`src/rtl/id_stage_pipe.sv`:
```
// id_stage_pipe: decode stage between IF/ID and EX, with register file,
// WB bypass, load-use bubble and ID/EX register. Optional ID_PERF_CNT_EN.
module id_stage_pipe #(
    parameter int XLEN = 32,
    parameter int NREG = 32
) (
    input  logic            clk,
    input  logic            rst,
    input  logic            valid_in,
    input  logic [31:0]     inst_in,
    input  logic [XLEN-1:0] pc_in,
    input  logic            wb_we,
    input  logic [4:0]      wb_addr,
    input  logic [XLEN-1:0] wb_data,
    input  logic            flush,
    output logic            stall_out,
    output logic            valid_EX,
    output logic [XLEN-1:0] pc_EX,
    output logic [XLEN-1:0] Rs1_data_EX,
    output logic [XLEN-1:0] Rs2_data_EX,
    output logic [4:0]      Rs1_addr_EX,
    output logic [4:0]      Rs2_addr_EX,
    output logic [4:0]      Rd_addr_EX,
    output logic [XLEN-1:0] Imm_EX,
    output logic            ALUSrc_B_EX,
    output logic            Branch_EX,
    output logic            BranchN_EX,
    output logic            RegWrite_EX,
    output logic            MemRW_EX,
    output logic [1:0]      MemtoReg_EX,
    output logic [1:0]      Jump_EX,
    output logic [3:0]      ALU_Control_EX
`ifdef ID_PERF_CNT_EN
    ,
    output logic [31:0]     stall_cnt
`endif
);

    localparam logic [4:0] OP_LOAD  = 5'b00000;
    localparam logic [4:0] OP_IMM   = 5'b00100;
    localparam logic [4:0] OP_AUIPC = 5'b00101;
    localparam logic [4:0] OP_STORE = 5'b01000;
    localparam logic [4:0] OP_R     = 5'b01100;
    localparam logic [4:0] OP_LUI   = 5'b01101;
    localparam logic [4:0] OP_BR    = 5'b11000;
    localparam logic [4:0] OP_JALR  = 5'b11001;
    localparam logic [4:0] OP_JAL   = 5'b11011;

    typedef struct packed {
        logic            valid;
        logic            is_load;
        logic [XLEN-1:0] pc;
        logic [XLEN-1:0] rs1_data;
        logic [XLEN-1:0] rs2_data;
        logic [4:0]      rs1_addr;
        logic [4:0]      rs2_addr;
        logic [4:0]      rd_addr;
        logic [XLEN-1:0] imm;
        logic            alusrc_b;
        logic            branch;
        logic            branchn;
        logic            regwrite;
        logic            memrw;
        logic [1:0]      memtoreg;
        logic [1:0]      jump;
        logic [3:0]      alu_ctrl;
    } id_ex_t;

    logic [4:0] op;
    logic [2:0] f3;
    logic       f7b5;
    logic       legal;
    logic [4:0] rs1;
    logic [4:0] rs2;
    logic [4:0] rd;

    assign op    = inst_in[6:2];
    assign f3    = inst_in[14:12];
    assign f7b5  = inst_in[30];
    assign legal = inst_in[1:0] == 2'b11;
    assign rs1   = inst_in[19:15];
    assign rs2   = inst_in[24:20];
    assign rd    = inst_in[11:7];

    logic            c_alusrc_b;
    logic            c_branch;
    logic            c_branchn;
    logic            c_regwrite;
    logic            c_memrw;
    logic [1:0]      c_memtoreg;
    logic [1:0]      c_jump;
    logic [3:0]      c_alu;
    logic            rs1_used;
    logic            rs2_used;
    logic [31:0]     imm32;
    logic [XLEN-1:0] imm_x;

    // Main controller: control lines and source-register usage
    always_comb begin
        c_alusrc_b = 1'b0;
        c_branch   = 1'b0;
        c_branchn  = 1'b0;
        c_regwrite = 1'b0;
        c_memrw    = 1'b0;
        c_memtoreg = 2'b00;
        c_jump     = 2'b00;
        c_alu      = 4'b0000;
        rs1_used   = 1'b0;
        rs2_used   = 1'b0;
        unique case (1'b1)
            legal && op == OP_R: begin
                c_regwrite = 1'b1;
                c_alu      = {f7b5, f3};
                rs1_used   = 1'b1;
                rs2_used   = 1'b1;
            end
            legal && op == OP_IMM: begin
                c_regwrite = 1'b1;
                c_alusrc_b = 1'b1;
                c_alu      = {f7b5 & (f3 == 3'b101), f3};
                rs1_used   = 1'b1;
            end
            legal && op == OP_LOAD: begin
                c_regwrite = 1'b1;
                c_alusrc_b = 1'b1;
                c_memtoreg = 2'b01;
                rs1_used   = 1'b1;
            end
            legal && op == OP_STORE: begin
                c_memrw    = 1'b1;
                c_alusrc_b = 1'b1;
                rs1_used   = 1'b1;
                rs2_used   = 1'b1;
            end
            legal && op == OP_BR: begin
                c_branch   = ~f3[0];
                c_branchn  = f3[0];
                c_alu      = f3[2] ? {3'b001, f3[1]} : 4'b1000;
                rs1_used   = 1'b1;
                rs2_used   = 1'b1;
            end
            legal && op == OP_JAL: begin
                c_regwrite = 1'b1;
                c_memtoreg = 2'b10;
                c_jump     = 2'b01;
            end
            legal && op == OP_JALR: begin
                c_regwrite = 1'b1;
                c_alusrc_b = 1'b1;
                c_memtoreg = 2'b10;
                c_jump     = 2'b10;
                rs1_used   = 1'b1;
            end
            legal && op == OP_LUI: begin
                c_regwrite = 1'b1;
                c_alusrc_b = 1'b1;
                c_memtoreg = 2'b11;
            end
            legal && op == OP_AUIPC: begin
                c_regwrite = 1'b1;
                c_alusrc_b = 1'b1;
            end
            default: ;
        endcase
    end

    // Immediate generator, sign-extended to the datapath width
    always_comb begin
        imm32 = 32'd0;
        unique case (1'b1)
            op == OP_LOAD || op == OP_IMM || op == OP_JALR:
                imm32 = {{20{inst_in[31]}}, inst_in[31:20]};
            op == OP_STORE:
                imm32 = {{20{inst_in[31]}}, inst_in[31:25], inst_in[11:7]};
            op == OP_BR:
                imm32 = {{19{inst_in[31]}}, inst_in[31], inst_in[7],
                         inst_in[30:25], inst_in[11:8], 1'b0};
            op == OP_LUI || op == OP_AUIPC:
                imm32 = {inst_in[31:12], 12'd0};
            op == OP_JAL:
                imm32 = {{11{inst_in[31]}}, inst_in[31], inst_in[19:12],
                         inst_in[20], inst_in[30:21], 1'b0};
            default: ;
        endcase
    end

    assign imm_x = XLEN'($signed(imm32));

    logic [XLEN-1:0] rf [1:NREG-1];
    logic [XLEN-1:0] rs1_val;
    logic [XLEN-1:0] rs2_val;

    // Register file write port; x0 and out-of-range addresses never match
    always_ff @(posedge clk or negedge rst) begin
        if (!rst) begin
            for (int i = 1; i < NREG; i++) rf[i] <= '0;
        end else begin
            for (int i = 1; i < NREG; i++)
                if (wb_we && wb_addr == 5'(i)) rf[i] <= wb_data;
        end
    end

    // Read ports with same-cycle WB bypass; x0 and unmapped read as zero
    always_comb begin
        rs1_val = '0;
        rs2_val = '0;
        for (int i = 1; i < NREG; i++) begin
            if (rs1 == 5'(i))
                rs1_val = (wb_we && wb_addr == rs1) ? wb_data : rf[i];
            if (rs2 == 5'(i))
                rs2_val = (wb_we && wb_addr == rs2) ? wb_data : rf[i];
        end
    end

    id_ex_t q;
    id_ex_t d;
    logic   hazard;
    logic   ex_load_hit;

    assign ex_load_hit = q.valid & q.is_load & (q.rd_addr != 5'd0);
    assign hazard = valid_in & ex_load_hit &
                    ((rs1_used & (rs1 == q.rd_addr)) |
                     (rs2_used & (rs2 == q.rd_addr)));
    assign stall_out = hazard & ~flush;

    // Next ID/EX contents: bubble on flush, hazard or empty slot
    always_comb begin
        d = '0;
        if (!flush && !hazard && valid_in) begin
            d.valid    = 1'b1;
            d.is_load  = op == OP_LOAD;
            d.pc       = pc_in;
            d.rs1_data = rs1_val;
            d.rs2_data = rs2_val;
            d.rs1_addr = rs1;
            d.rs2_addr = rs2;
            d.rd_addr  = rd;
            d.imm      = imm_x;
            d.alusrc_b = c_alusrc_b;
            d.branch   = c_branch;
            d.branchn  = c_branchn;
            d.regwrite = c_regwrite;
            d.memrw    = c_memrw;
            d.memtoreg = c_memtoreg;
            d.jump     = c_jump;
            d.alu_ctrl = c_alu;
        end
    end

    // ID/EX pipeline register
    always_ff @(posedge clk or negedge rst) begin
        if (!rst) q <= '0;
        else      q <= d;
    end

    assign valid_EX       = q.valid;
    assign pc_EX          = q.pc;
    assign Rs1_data_EX    = q.rs1_data;
    assign Rs2_data_EX    = q.rs2_data;
    assign Rs1_addr_EX    = q.rs1_addr;
    assign Rs2_addr_EX    = q.rs2_addr;
    assign Rd_addr_EX     = q.rd_addr;
    assign Imm_EX         = q.imm;
    assign ALUSrc_B_EX    = q.alusrc_b;
    assign Branch_EX      = q.branch;
    assign BranchN_EX     = q.branchn;
    assign RegWrite_EX    = q.regwrite;
    assign MemRW_EX       = q.memrw;
    assign MemtoReg_EX    = q.memtoreg;
    assign Jump_EX        = q.jump;
    assign ALU_Control_EX = q.alu_ctrl;

`ifdef ID_PERF_CNT_EN
    // Load-use stall counter, wraps naturally
    always_ff @(posedge clk or negedge rst) begin
        if (!rst)           stall_cnt <= 32'd0;
        else if (stall_out) stall_cnt <= stall_cnt + 32'd1;
    end
`endif

endmodule
```
`config.mk`:
```
export PLATFORM = sky130hd
export DESIGN_NAME = id_stage_pipe
export DESIGN_NICKNAME = d
export VERILOG_FILES = /design/src/rtl/id_stage_pipe.sv
export SDC_FILE = /design/constraint.sdc
export NUM_CORES = 2
export LEC_CHECK = 0
export BUFFER_PORTS_ARGS = -buffer_cell sky130_fd_sc_hd__buf_4
export CELL_PAD_IN_SITES_DETAIL_PLACEMENT = 0
export CELL_PAD_IN_SITES_GLOBAL_PLACEMENT = 2
export CORE_MARGIN = 4
export CORE_UTILIZATION = 40
export CTS_BUF_LIST = sky130_fd_sc_hd__clkbuf_8 sky130_fd_sc_hd__clkbuf_16
export CTS_CLUSTER_DIAMETER = 80
export DETAILED_ROUTE_END_ITERATION = 8
export PLACE_DENSITY_LB_ADDON = 0.1
export SLEW_MARGIN = 20
export SYNTH_ARGS = -nofsm -noshare
export SYNTH_HDL_FRONTEND = slang
export SYNTH_SLANG_ARGS = --single-unit
export TNS_END_PERCENT = 50
```
`constraint.sdc`:
```
create_clock -name clk -period 2.85 [get_ports clk]
set_clock_uncertainty 0.15 [all_clocks]
set_input_delay 0.4275 -clock clk [delete_from_list [all_inputs] [get_ports clk]]
set_output_delay 0.4275 -clock clk [all_outputs]
set_load 0.005 [all_outputs]
```
==> out/metrics.cfg <==
[sta]
max_clock_freq_ghz = 0.325
period_minus_slack_ns = 3.08
worst_pin_slew_ns = 1.05
slew_headroom = 0.301
final.period_utilization = 1.08
hold_viol = 0
finalSetupViolCount = 19
fin_ws_ns = -0.227
drv_slew = 0
hold_ws_ns = 0.0416
rsz0062_at_grt = yes

[grt]
antenna_found_initial = 23
grt.total_usage = 0.479
grt_pass1_wl_um = 626000
grt_pass1_vias = 75200
overflow = 0
grt_max_degree = 80

[yosys]
synth_sequential_area_ratio = 0.405
synth.net_count = 7934
ys_ff_latch = 1150
synth_edf_count = 0
netlist_area_um2 = 71000
yosysTopAreaCellShare = 0.405
synthCells = 7828
ys_warn_count = 0
yosys.area.top_type = dfrtp_1
yosys-top-cells-area = dfrtp_1, mux2_2, a21oi_1
synth_cell_type_count = 109
async_flop_share = 1.00
ys.flop_type = dfrtp_1
avgSynthCellArea_um2 = 9.07

[min_path]
hold_path.class = input pin to register

[route]
drc = 21
via_per_inst = 6.79
antenna_left = 0
drt-initial-drc-count = 13200
routedWlPerCell_um = 38.9
dr.pass1.iters = 9
wirelength_um = 460000
num_vias = 80400

[power]
fin_total_pwr_mw = 52.5
worst_ir_drop_vdd_mv = 0.561
power.share.combinational = 0.209
power_density_nw_per_um2 = 539
pwr-share-clk = 0.369
switching_share = 0.327
seqPwrFrac = 0.422
leakagePower_nw = 43.6
p_switching_mw = 17.2
p_int_mw = 35.4

[floorplan]
num_rows = 154
die_area_um2 = 184000
die_h_um = 429
io_pins = 264
core_area_um2 = 176000
chipWidth_um = 429
initial_core_util = 0.403

[cts]
clock_latency_ns = 0.84
max-clock-path-buffers = 3
cts_buffers = 146
clkTransAtPathRegs_ns = 0.06
cts_tree = yes
htreeDepth = 4
ctsRootBufferMaster = clkbuf_16
cts_sinks = 1150

[place]
port_buffers = 263
place_congestion = 1.08
dpl_cell_area_um2 = 89200
pre_cts_ws_ns = -1.38
dp_hpwl_um = 351000

[finish]
design_area_um2 = 97400
final_layout_size_suffix_gt1_frac = 0.397
fin_util = 0.553
fin_nets = 9474
area_delta_synth_final_pct = 37.2

[worst_setup_path]
worst_path_max_delay_cell = nor2_4
crit_family = buffers and inverters
crit_path_end_kind = register
crit_buf_inv = 8
critPathLaunchType = input pin
crit_required_ns = 3.44
cp_slowest_stage_delay_ns = 0.66
crit_top_cell = buf_4
crit_fanout = 21
criticalPathCategory = input pin to register
cp.arrival_ns = 3.66
crit_chain = clkbuf_8 > buf_4 > buf_12 > buf_12 > clkinv_1 > buf_4 > buf_4 > nor2_4 > buf_4 > a21oi_1 > o21ai_0 > o21ai_1 > nand2_1

[outcome]
outcome = finished with violations
violations = design-rule violations, negative setup slack

[job]
max_cap_violations = 0

## synthesized netlist by cell type, types with 11 or more instances
library cell / number
o22ai_1: 150
dfrtp_1: 1150
inv_1: 20
a2111oi_0: 40
mux2_2: 858
a221oi_1: 77
a22oi_1: 193
a31oi_1: 77
a211oi_1: 132
o21a_1: 20
clkbuf_1: 468
nor4_1: 25
a22o_1: 45
buf_6: 11
mux2i_1: 36
nor2b_1: 15
a31o_2: 11
and3_1: 103
a311oi_1: 27
a222oi_1: 32
o21ai_0: 727
nor3_1: 97
o31ai_1: 43
nor2_1: 326
a221o_1: 62
buf_2: 287
nand3_1: 115
o221ai_1: 45
nand2b_1: 16
or3_1: 24
buf_1: 58
buf_4: 189
xnor2_1: 11
nand2_1: 690
a21oi_1: 1131
o311ai_0: 11
and2_1: 22
o21ai_1: 33
nand4_1: 29
o211ai_1: 85
a211o_1: 32
a21o_1: 31
o2111ai_1: 23
## worst paths after layout
kind	from	endpoint	slack, ns	cells after the start
max	inst_in[21]	Rs2_data_EX[30]$_DFF_PN0_	-0.23	13
min	inst_in[3]	Imm_EX[11]$_DFF_PN0_	0.04	5
max reg2reg	Rd_addr_EX[4]$_DFF_PN0_	Rs1_data_EX[13]$_DFF_PN0_	-0.17	11
min reg2reg	rf[929]$_DFFE_PN0P_	rf[929]$_DFFE_PN0P_	0.36	2
max in group asynchronous	rst	rf[481]$_DFFE_PN0P_	1.41	3
min in group asynchronous	rst	rf[43]$_DFFE_PN0P_	0.07	2
## per-layer routing
layer | up-vias | GRT usage | routed length, µm
li1 | 32300 | - | -
met1 | 40300 | 0.634 | 179000
met2 | 6378 | 0.669 | 185000
met3 | 1445 | 0.167 | 60300
met4 | 18 | 0.289 | 35700
met5 | - | 0.00598 | 531
## placed cells by master, fill, tap and decap left out, drive strengths merged, types with 33 or more instances in the layout
cell         instances
clkinv              33
buf               2299
a22oi              194
a2111oi             45
nor3               105
dlygate4sd3         96
and3               103
o21ai              762
clkbuf             183
inv                 60
a221o               62
mux2               858
nor2               340
mux2i               36
a221oi              82
a31oi               78
o211ai              85
a211oi             133
o22ai              150
a21oi             1133
nand2              697
o221ai              45
dfrtp             1150
a22o                45
nand3              119
o31ai               45
## metrics by stage
step / cells / TNS, ns
6_report: 11800 / -1.58
5_1_grt: 11800 / -1.33
4_1_cts: 11800 / -0.386
3_5_place_dp: 11400 / -61.55
3_3_place_gp: 11400 / -66.96
2_1_floorplan: 7828 / 0
## registers in the layout, summed over array words and instances, names as in the netlist, 4 cells and up
name and flops:
ALU_Control_EX 4, rf 992, Imm_EX 32, Rd_addr_EX 5
Rs2_data_EX 32, pc_EX 32, Rs2_addr_EX 5, Rs1_addr_EX 5
Rs1_data_EX 32
## power by group through the flow
stage / clock (mW) / combinational (mW) / sequential (mW)
6_report: 19.4 / 11.0 / 22.2
5_1_grt: 20.1 / 11.5 / 22.3
4_1_cts: 19.4 / 10.3 / 21.9
3_5_place_dp: 0 / 10.0 / 22.2
3_3_place_gp: 0 / 9.86 / 22.1
2_1_floorplan: 0 / 5.46 / 21.0
## logic make-up after synthesis
logic type	count (synthesis)	synth area share
adder cells (fa/ha/maj)	3	0.000423
AND/OR/NAND/NOR	1557	0.102
AO/OA/AOI/OAI	3164	0.277
buffers and inverters	1037	0.0711
multiplexers	894	0.141
XOR/XNOR	23	0.00326
flip-flops	1150	0.405
## repair_timing
action                     4_1_cts  5_1_grt
setup buffers                   28       43
setup endpoints to repair       40       59
resized for setup              100      230
hold buffers                    96        1
hold endpoints to repair       641        1
pin swaps                       28       62
gates cloned                     5        5
## final cells by class
class | count | area, µm²
fill | 16000 | 78900
multi-input combinational | 5642 | 38900
sequential | 1150 | 28800
timing repair buffer | 2406 | 21800
clock buffer | 177 | 4150
tap | 2340 | 2930
clock inverter | 88 | 749
inverter | 22 | 85.1
antenna | 11 | 27.5
## worst reg2reg max path, stage by stage (launching register included)
cell,delay (ns)
dfrtp_1,0.38
or4_1,0.54
o21ai_1,0.17
a21o_1,0.19
buf_4,0.14
buf_6,0.10
nand2_8,0.08
buf_6,0.19
buf_12,0.17
a21oi_4,0.26
nand4_1,0.33
o2bb2ai_1,0.25
Power figures use the tool's default switching activity.
